**config.mk**
```make
export PLATFORM = sky130hd
export DESIGN_NAME = exc_sequencer
export DESIGN_NICKNAME = d
export VERILOG_FILES = /design/src/rtl/exc_sequencer_pkg.sv /design/src/rtl/exc_sequencer_prio_enc.sv /design/src/rtl/exc_sequencer.sv
export SDC_FILE = /design/constraint.sdc
export NUM_CORES = 1
export LEC_CHECK = 0
export ABC_AREA = 1
export CORE_ASPECT_RATIO = 1.4
export CORE_MARGIN = 1
export CORE_UTILIZATION = 33
export CTS_CLUSTER_DIAMETER = 30
export CTS_CLUSTER_SIZE = 14
export DETAILED_ROUTE_END_ITERATION = 8
export PLACE_DENSITY_LB_ADDON = 0.08
export SYNTH_ARGS = -nofsm -noshare
export SYNTH_HDL_FRONTEND = slang
export SYNTH_SLANG_ARGS = --single-unit
```
**constraint.sdc**
```tcl
create_clock -name clk -period 1.25 [get_ports clk]
set_input_delay 0.1875 -clock clk [delete_from_list [all_inputs] [get_ports clk]]
set_output_delay 0.1875 -clock clk [all_outputs]
set_load 0.01 [all_outputs]
```
**src/rtl/exc_sequencer_pkg.sv**
```systemverilog
// Shared CPU definitions for the exception-entry sequencer: state encoding,
// cause indices and the default vector table base.
package exc_sequencer_pkg;

  typedef enum logic [2:0] {
    EXC_IDLE    = 3'd0,
    EXC_CAPTURE = 3'd1,
    EXC_READ    = 3'd2,
    EXC_LOAD    = 3'd3,
    EXC_DONE    = 3'd4
  } exc_state_e;

  localparam int EXC_OPCODE   = 0;
  localparam int EXC_OVERFLOW = 1;
  localparam int EXC_DIVZERO  = 2;

  localparam logic [31:0] EXC_VEC_BASE = 32'd253;

endpackage

```
**src/rtl/exc_sequencer_prio_enc.sv**
```systemverilog
// Lowest-index-wins priority encoder: index 0 has the highest priority.
module exc_prio_enc #(
  parameter int NUM_CAUSES = 3,
  parameter int CAUSE_W    = (NUM_CAUSES > 1) ? $clog2(NUM_CAUSES) : 1
) (
  input  logic [NUM_CAUSES-1:0] req_i,
  output logic [CAUSE_W-1:0]    idx_o,
  output logic                  vld_o
);

  assign vld_o = |req_i;

  // Scan from the top down so the lowest set index is the last one written.
  always_comb begin
    idx_o = '0;
    for (int i = NUM_CAUSES - 1; i >= 0; i--) begin
      if (req_i[i]) idx_o = CAUSE_W'(i);
    end
  end

endmodule

```
**src/rtl/exc_sequencer.sv**
```systemverilog
// Generic exception-entry sequencer: saves EPC, fetches the handler byte from
// the vector table and loads PC, servicing sticky pending causes by priority.
module exc_sequencer
  import exc_sequencer_pkg::*;
#(
  parameter int          NUM_CAUSES = 3,
  parameter int          CAUSE_W    = (NUM_CAUSES > 1) ? $clog2(NUM_CAUSES) : 1,
  parameter int          MEM_LAT    = 2,
  parameter logic [31:0] VEC_BASE   = EXC_VEC_BASE
) (
  input  logic                  clk,
  input  logic                  reset,
  input  logic [NUM_CAUSES-1:0] exc_req,
  input  logic [31:0]           pc_in,
  input  logic [7:0]            mem_data_in,
  output logic [31:0]           mem_addr,
  output logic                  mem_read,
  output logic                  epc_write,
  output logic [31:0]           epc_data,
  output logic                  pc_write,
  output logic [31:0]           pc_out,
  output logic [CAUSE_W-1:0]    cause_out,
  output logic                  busy,
  output logic                  done
);

  localparam int CNT_W = (MEM_LAT > 1) ? $clog2(MEM_LAT) : 1;

  exc_state_e            state_q, state_d;
  logic [NUM_CAUSES-1:0] pending_q, pending_d;
  logic [NUM_CAUSES-1:0] req_all;
  logic [NUM_CAUSES-1:0] clr_mask;
  logic [CAUSE_W-1:0]    cause_q, cause_d;
  logic [CAUSE_W-1:0]    enc_idx;
  logic                  enc_vld;
  logic [CNT_W-1:0]      cnt_q, cnt_d;
  logic [7:0]            byte_q, byte_d;

  // A request arriving in the same IDLE cycle is eligible immediately.
  assign req_all = pending_q | exc_req;

  exc_prio_enc #(
    .NUM_CAUSES (NUM_CAUSES),
    .CAUSE_W    (CAUSE_W)
  ) u_prio_enc (
    .req_i (req_all),
    .idx_o (enc_idx),
    .vld_o (enc_vld)
  );

  always_ff @(posedge clk) begin
    if (reset) begin
      state_q   <= EXC_IDLE;
      pending_q <= '0;
      cause_q   <= '0;
      cnt_q     <= '0;
      byte_q    <= '0;
    end else begin
      state_q   <= state_d;
      pending_q <= pending_d;
      cause_q   <= cause_d;
      cnt_q     <= cnt_d;
      byte_q    <= byte_d;
    end
  end

  always_comb begin
    state_d  = state_q;
    cause_d  = cause_q;
    cnt_d    = cnt_q;
    byte_d   = byte_q;
    clr_mask = '0;
    case (state_q)
      EXC_IDLE: begin
        if (enc_vld) begin
          cause_d = enc_idx;
          state_d = EXC_CAPTURE;
        end
      end
      EXC_CAPTURE: begin
        clr_mask = NUM_CAUSES'(1) << cause_q;
        cnt_d    = CNT_W'(MEM_LAT - 1);
        state_d  = EXC_READ;
      end
      EXC_READ: begin
        // Memory data is only valid in the final read cycle.
        if (cnt_q == '0) begin
          byte_d  = mem_data_in;
          state_d = EXC_LOAD;
        end else begin
          cnt_d = cnt_q - CNT_W'(1);
        end
      end
      EXC_LOAD: state_d = EXC_DONE;
      EXC_DONE: state_d = EXC_IDLE;
      default:  state_d = EXC_IDLE;
    endcase
    // A fresh request for the cause being captured beats the clear.
    pending_d = (pending_q & ~clr_mask) | exc_req;
  end

  always_comb begin
    mem_addr  = '0;
    mem_read  = 1'b0;
    epc_write = 1'b0;
    epc_data  = '0;
    pc_write  = 1'b0;
    pc_out    = '0;
    done      = 1'b0;
    busy      = (state_q != EXC_IDLE);
    cause_out = cause_q;
    case (state_q)
      EXC_CAPTURE: begin
        epc_write = 1'b1;
        epc_data  = pc_in - 32'd4;
      end
      EXC_READ: begin
        mem_read = 1'b1;
        mem_addr = VEC_BASE + 32'(cause_q);
      end
      EXC_LOAD: begin
        pc_write = 1'b1;
        pc_out   = {24'b0, byte_q};
      end
      EXC_DONE: done = 1'b1;
      default: ;
    endcase
  end

endmodule

```
# Word-level counts from Yosys, hierarchy flattened
# Cells that the tools add are included.
# W data, S select, Z words.
# classes
bitwise_logic	5
n_eq_ne	6
muxes	16
n_reduce_logical	7
shifts	1
n_addsub	3
# ops
op	n
$mux W32	1
$sub A32 B3 Y32 const B	1
$pmux W3 S4	1
$add A8 B2 Y9 const A	1
$mux W3	3
$mux W9	1
$mux W8	1
$eq A3 B2 Y1 const B	2
$mux W2	3
$or A3 B3 Y3	2
$reduce_and A2 Y1	3
$mux W1	5
$ne A2 B2 Y1 const B	2
$and A3 B3 Y3	1
$eq A3 B1 Y1 const B	1
$eq A3 B3 Y1 const B	1
$logic_not A3 Y1	1
$not A3 Y3	1
$reduce_bool A3 Y1	1
$reduce_or A3 Y1	1
$shl A1 B2 Y3 const A	1
$pmux W1 S2	1
$reduce_bool A2 Y1	1
$not A1 Y1	1
$sub A1 B1 Y1 const B	1
# totals
ff_bits	17
in_bits	45
wordCells	43
out_inout_bits	103

# Longest topological paths before layout
# logic_depth
word_depth	5
ltp_mapped	9

# Hierarchy
# From an unflattened synthesis, not the netlist that was laid out.
# unflattened
hier_cells	388
hier_area_um2	2219.6
# modules_own_cells
module	area_per_inst_um2	cells_each	n_inst
exc_sequencer	2188.3	381	1
exc_prio_enc	31.3	7	1

# Worst setup path after synthesis
# OpenSTA, ideal clock, no wires.
# synth_timing
kind	register to output
startpoint	register state_q[2]
endpoint	output port mem_addr[3]
setup_slack_ns	-0.243
path_stages_with_launch	7
n_path_buf	1
required_time_ns	1.062
t_arrival_ns	1.305
cell_sequence	dfxtp_1 > inv_1 > nand2_1 > nor2_4 > inv_1 > nor2_1 > buf_4
# synth_via
elab_chain_cells	2
# synth_rtl
item	line_no	source
start: declaration	exc_sequencer.sv:29	exc_state_e state_q, state_d;
start signal: assignment	exc_sequencer.sv:59	state_q <= state_d;
$eq A3 B2 Y1	exc_sequencer.sv:112	case (state_q)
$mux W9	exc_sequencer.sv:112	
end: declaration	exc_sequencer.sv:16	output logic [31:0] mem_addr,
# No other way between the ends.

# Worst setup path after layout
# layout_timing
startpoint	register state_q[0]
endpoint	output port mem_addr[2]
# The elaborated chain is that of the path after synthesis.

==> impl.org <==
** Clock tree
- In this run, post-CTS hold repair placed 0 buffers.
- Clk slew on worst S/H paths :: 0.07 ns
- In this run the number of H-tree levels came out at 1.
- Insertion delay to the later sink of the worst-skew pair :: 0.26 ns
- Counting the buffers created by CTS gives 3.
- TritonCTS built the clock tree.
- Max clock buf depth :: 2
- Counting every sink on the clock net gives 17.
- CTS root buffer :: clkbuf_8

** Routing
- Detailed-router iteration count before antenna repair :: 4
- For this run, design rule violations remaining after detail routing come to 0.
- The routed layout has 2,879 vias.
- Average via count per standard cell :: 4.329
- The first routing iteration left 42 violations.
- After detailed routing, the average wire length per cell comes to 11.69 um.
- The routed design has 7772 um of wire.
- Once detail routing completed, the nets flagged for antenna violations numbered 0.

** Global route
- For this run, the total global-route usage over all layers was measured as 0.1930.
- Vias in the first global route :: 2,617
- The initial antenna violation count is 0.
- Global-route wire length before repair :: 11,140 um
- Largest net degree at the start of global routing :: 18
- Sum of overflow across all layers after global routing :: 0

** Timing
- Clock skew after layout :: 0.004457 ns
- Final critical-path share of the clock period :: 1.342
- After routing, the total negative slack on setup checks comes to -17.48 ns.
- Setup repair after global routing could not meet its margin everywhere.
- Final number of hold-violating endpoints :: 0
- The max-slew violation count was 0.
- Counting I/O delays and the setup requirement, the final critical path takes 1.678 ns.
- Achievable clock frequency :: 595.9 MHz
- Count of final setup violators :: 67
- Across all setup checks in the final design, the least slack found is -0.4281 ns.

** Placement
- Port Buffer Count :: 100
- Detailed placement ended at an HPWL of 5638 um.
- At the end of routability-driven placement, the weighted congestion stood at 0.8518.
- Pre-CTS setup slack :: -1.094 ns

** Worst setup path
- Of all nets on the critical path, the largest fanout is 6.
- The most numerous cell type found on the critical path is buf_6.
- For the worst setup path, the data required time is 1.06 ns.
- The largest single stage delay on the critical path is 0.33 ns.
- Across all register-to-register paths, the minimum setup slack is -0.11 ns.
- At the worst endpoint, the arrival time is 1.49 ns.
- Capturing element type of the critical path :: primary output
- The slowest stage of the critical path is the dfxtp_2 cell.
- The signal on the critical path passes through inv_2, buf_6, nand2_4, nor2_4, inv_4, nor2_4, buf_6, buf_6.
- Nature of the critical path startpoint :: register
- Start-to-end type of the worst setup path :: register to primary output

** Cells and area
- Diode insertion count for antenna repair :: 0
- From synthesis to final layout, the design area changed by 84.69%.
- Number of nets in the layout :: 624
- The library cell used most frequently in the layout, excluding fill and tap cells, is buf_4.
- Most frequent cells in the layout :: 60 x buf_4, 56 x nand2_1, 51 x buf_2, 47 x conb_1, 43 x nor2_1
- Share of final-layout standard cells stronger than drive strength 1 :: 0.5393

** Floorplan
- Top-level port count :: 148
- From left edge to right edge, the die measures 71.88 um.
- Placeable core region :: 6613 sq um
- Cell row count :: 35
- Initial standard-cell utilization of the core :: 0.3412
- In this run the vertical extent of the chip is 99.83 um.
- Die Area :: 7175 sq um

** Hold path
- Worst min-delay path class :: register to register

** Pwr
- VDD sags by at most 878.5 uV.
- Final total power :: 3271 uW
- The analysis attributes to cell leakage a power of 0.001996 uW.
- Dividing total power by cell area gives a power density of 785.1 nW/um^2.

** Outcome
- Result of the run :: finished with violations
- Violations in the final reports :: setup timing

** Logic synthesis
- Synthesis produced 387 cells.
- A synthesized cell averages 5.829 sq um.
- Sequential share of the synthesized area :: 0.1509
- After synthesis, the netlist uses 30 different library cells.
- The synthesized design contains 17 register bits.
- The cell area that synthesis handed to floorplanning was 2256 sq um.
- YS warnings :: 0

** Flow run
- The tool flagged a number of max-cap violations equal to 0.
-- flip-flops by register name, indices dropped and copies added, names as in the netlist --
register   cells
byte_q         8
cause_out      2
cnt_q          1
pending_q      3
state_q        3
-- worst max-delay path: cells and delay by family, from the launching register on --
kind | cells | cell delay [ns]
buffers and inverters | 5 | 0.49
and+or+nand+nor | 3 | 0.42
DFF | 1 | 0.33
-- power breakdown --
part           leakage [uW]  internal [uW]  switching, uW
logic               0.00183           1070           1110
clock network     0.0000217            225            209
registers          0.000142            622           38.2
total               0.00200           1910           1360
-- metrics by stage --
stage / hold slack, ns / utilization / instances / cell area (sq um)
floorplan: 0.2492 / - / 433 / 2490
global placement: 0.4372 / 0.5502 / 628 / 3638
detailed placement: 0.4443 / 0.5502 / 628 / 3638
CTS: 0.4562 / 0.5924 / 660 / 3918
global route: 0.4685 / 0.6301 / 665 / 4167
finish: 0.4499 / 0.6301 / 665 / 4167
-- cell usage after synthesis --
cell / n / area share
o21ai_1: 6 / 0.013
nand2_4: 3 / 0.015
nand3_1: 8 / 0.018
nand3_2: 1 / 0.0044
nor3_1: 4 / 0.0089
a31oi_1: 2 / 0.0055
clkbuf_1: 1 / 0.0017
a21oi_1: 18 / 0.040
nor2_4: 8 / 0.040
a211oi_2: 1 / 0.0055
nand2_1: 74 / 0.12
a21o_1: 1 / 0.0033
nor3_2: 1 / 0.0044
xor2_1: 5 / 0.019
nor2_2: 7 / 0.019
o22ai_1: 1 / 0.0028
conb_1: 1 / 0.0017
inv_2: 8 / 0.013
o21a_1: 3 / 0.010
nor3_4: 1 / 0.0072
o21ai_0: 12 / 0.027
nor2_1: 91 / 0.15
buf_4: 53 / 0.18
inv_1: 43 / 0.072
buf_6: 2 / 0.010
ha_1: 5 / 0.028
nand2_2: 5 / 0.014
clkinv_1: 2 / 0.0033
a21oi_2: 3 / 0.012
dfxtp_1: 17 / 0.15
-- layer usage --
metal	vias up	GRT usage	wire (um)
li1	1460	-	-
met4	0	0.07541	246
met2	98	0.3904	4355
met5	-	0	0
met3	18	0.03313	419
met1	1303	0.1875	2749
-- area by class of cell --
type	instances	area [sq um]
Timing Repair Buffer	190	1560
Sequential cell	17	349.1
Inverter	53	214.0
Tap cell	92	115.1
Multi-Input combinational cell	309	1879
Clock buffer	3	41.29
Clock inverter	1	7.507
Fill cell	639	2446
-- logic make-up (layout without fill, tap and decap cells) --
logic type / Yosys count / count (layout) / share of synthesized area
simple gates: 203 / 205 / 0.4054
buf+inv: 109 / 247 / 0.2762
compound gates: 47 / 47 / 0.1187
flops: 17 / 17 / 0.1509
fa+ha+maj: 5 / 5 / 0.02773
xor+xnor: 5 / 5 / 0.01941
other cells: 1 / 47 / 0.001662
-- worst paths after layout --
path                            end               startpoint  cells past startpoint
max reg2reg  byte_q[5]$_SDFFE_PP0P_  state_q[0]$_SDFFE_PP0P_                      9
min          byte_q[3]$_SDFFE_PP0P_   byte_q[3]$_SDFFE_PP0P_                      2
min reg2reg  byte_q[3]$_SDFFE_PP0P_   byte_q[3]$_SDFFE_PP0P_                      2
max                     mem_addr[2]  state_q[0]$_SDFFE_PP0P_                      8
-- repair_timing --
item	4_1_cts	5_1_grt
cloned	0	2
endpoints found under the setup margin	66	69
gates resized for setup	381	81
setup buffers	31	9
pin swaps	54	36
No activity file was read; power rests on OpenSTA's default activity.
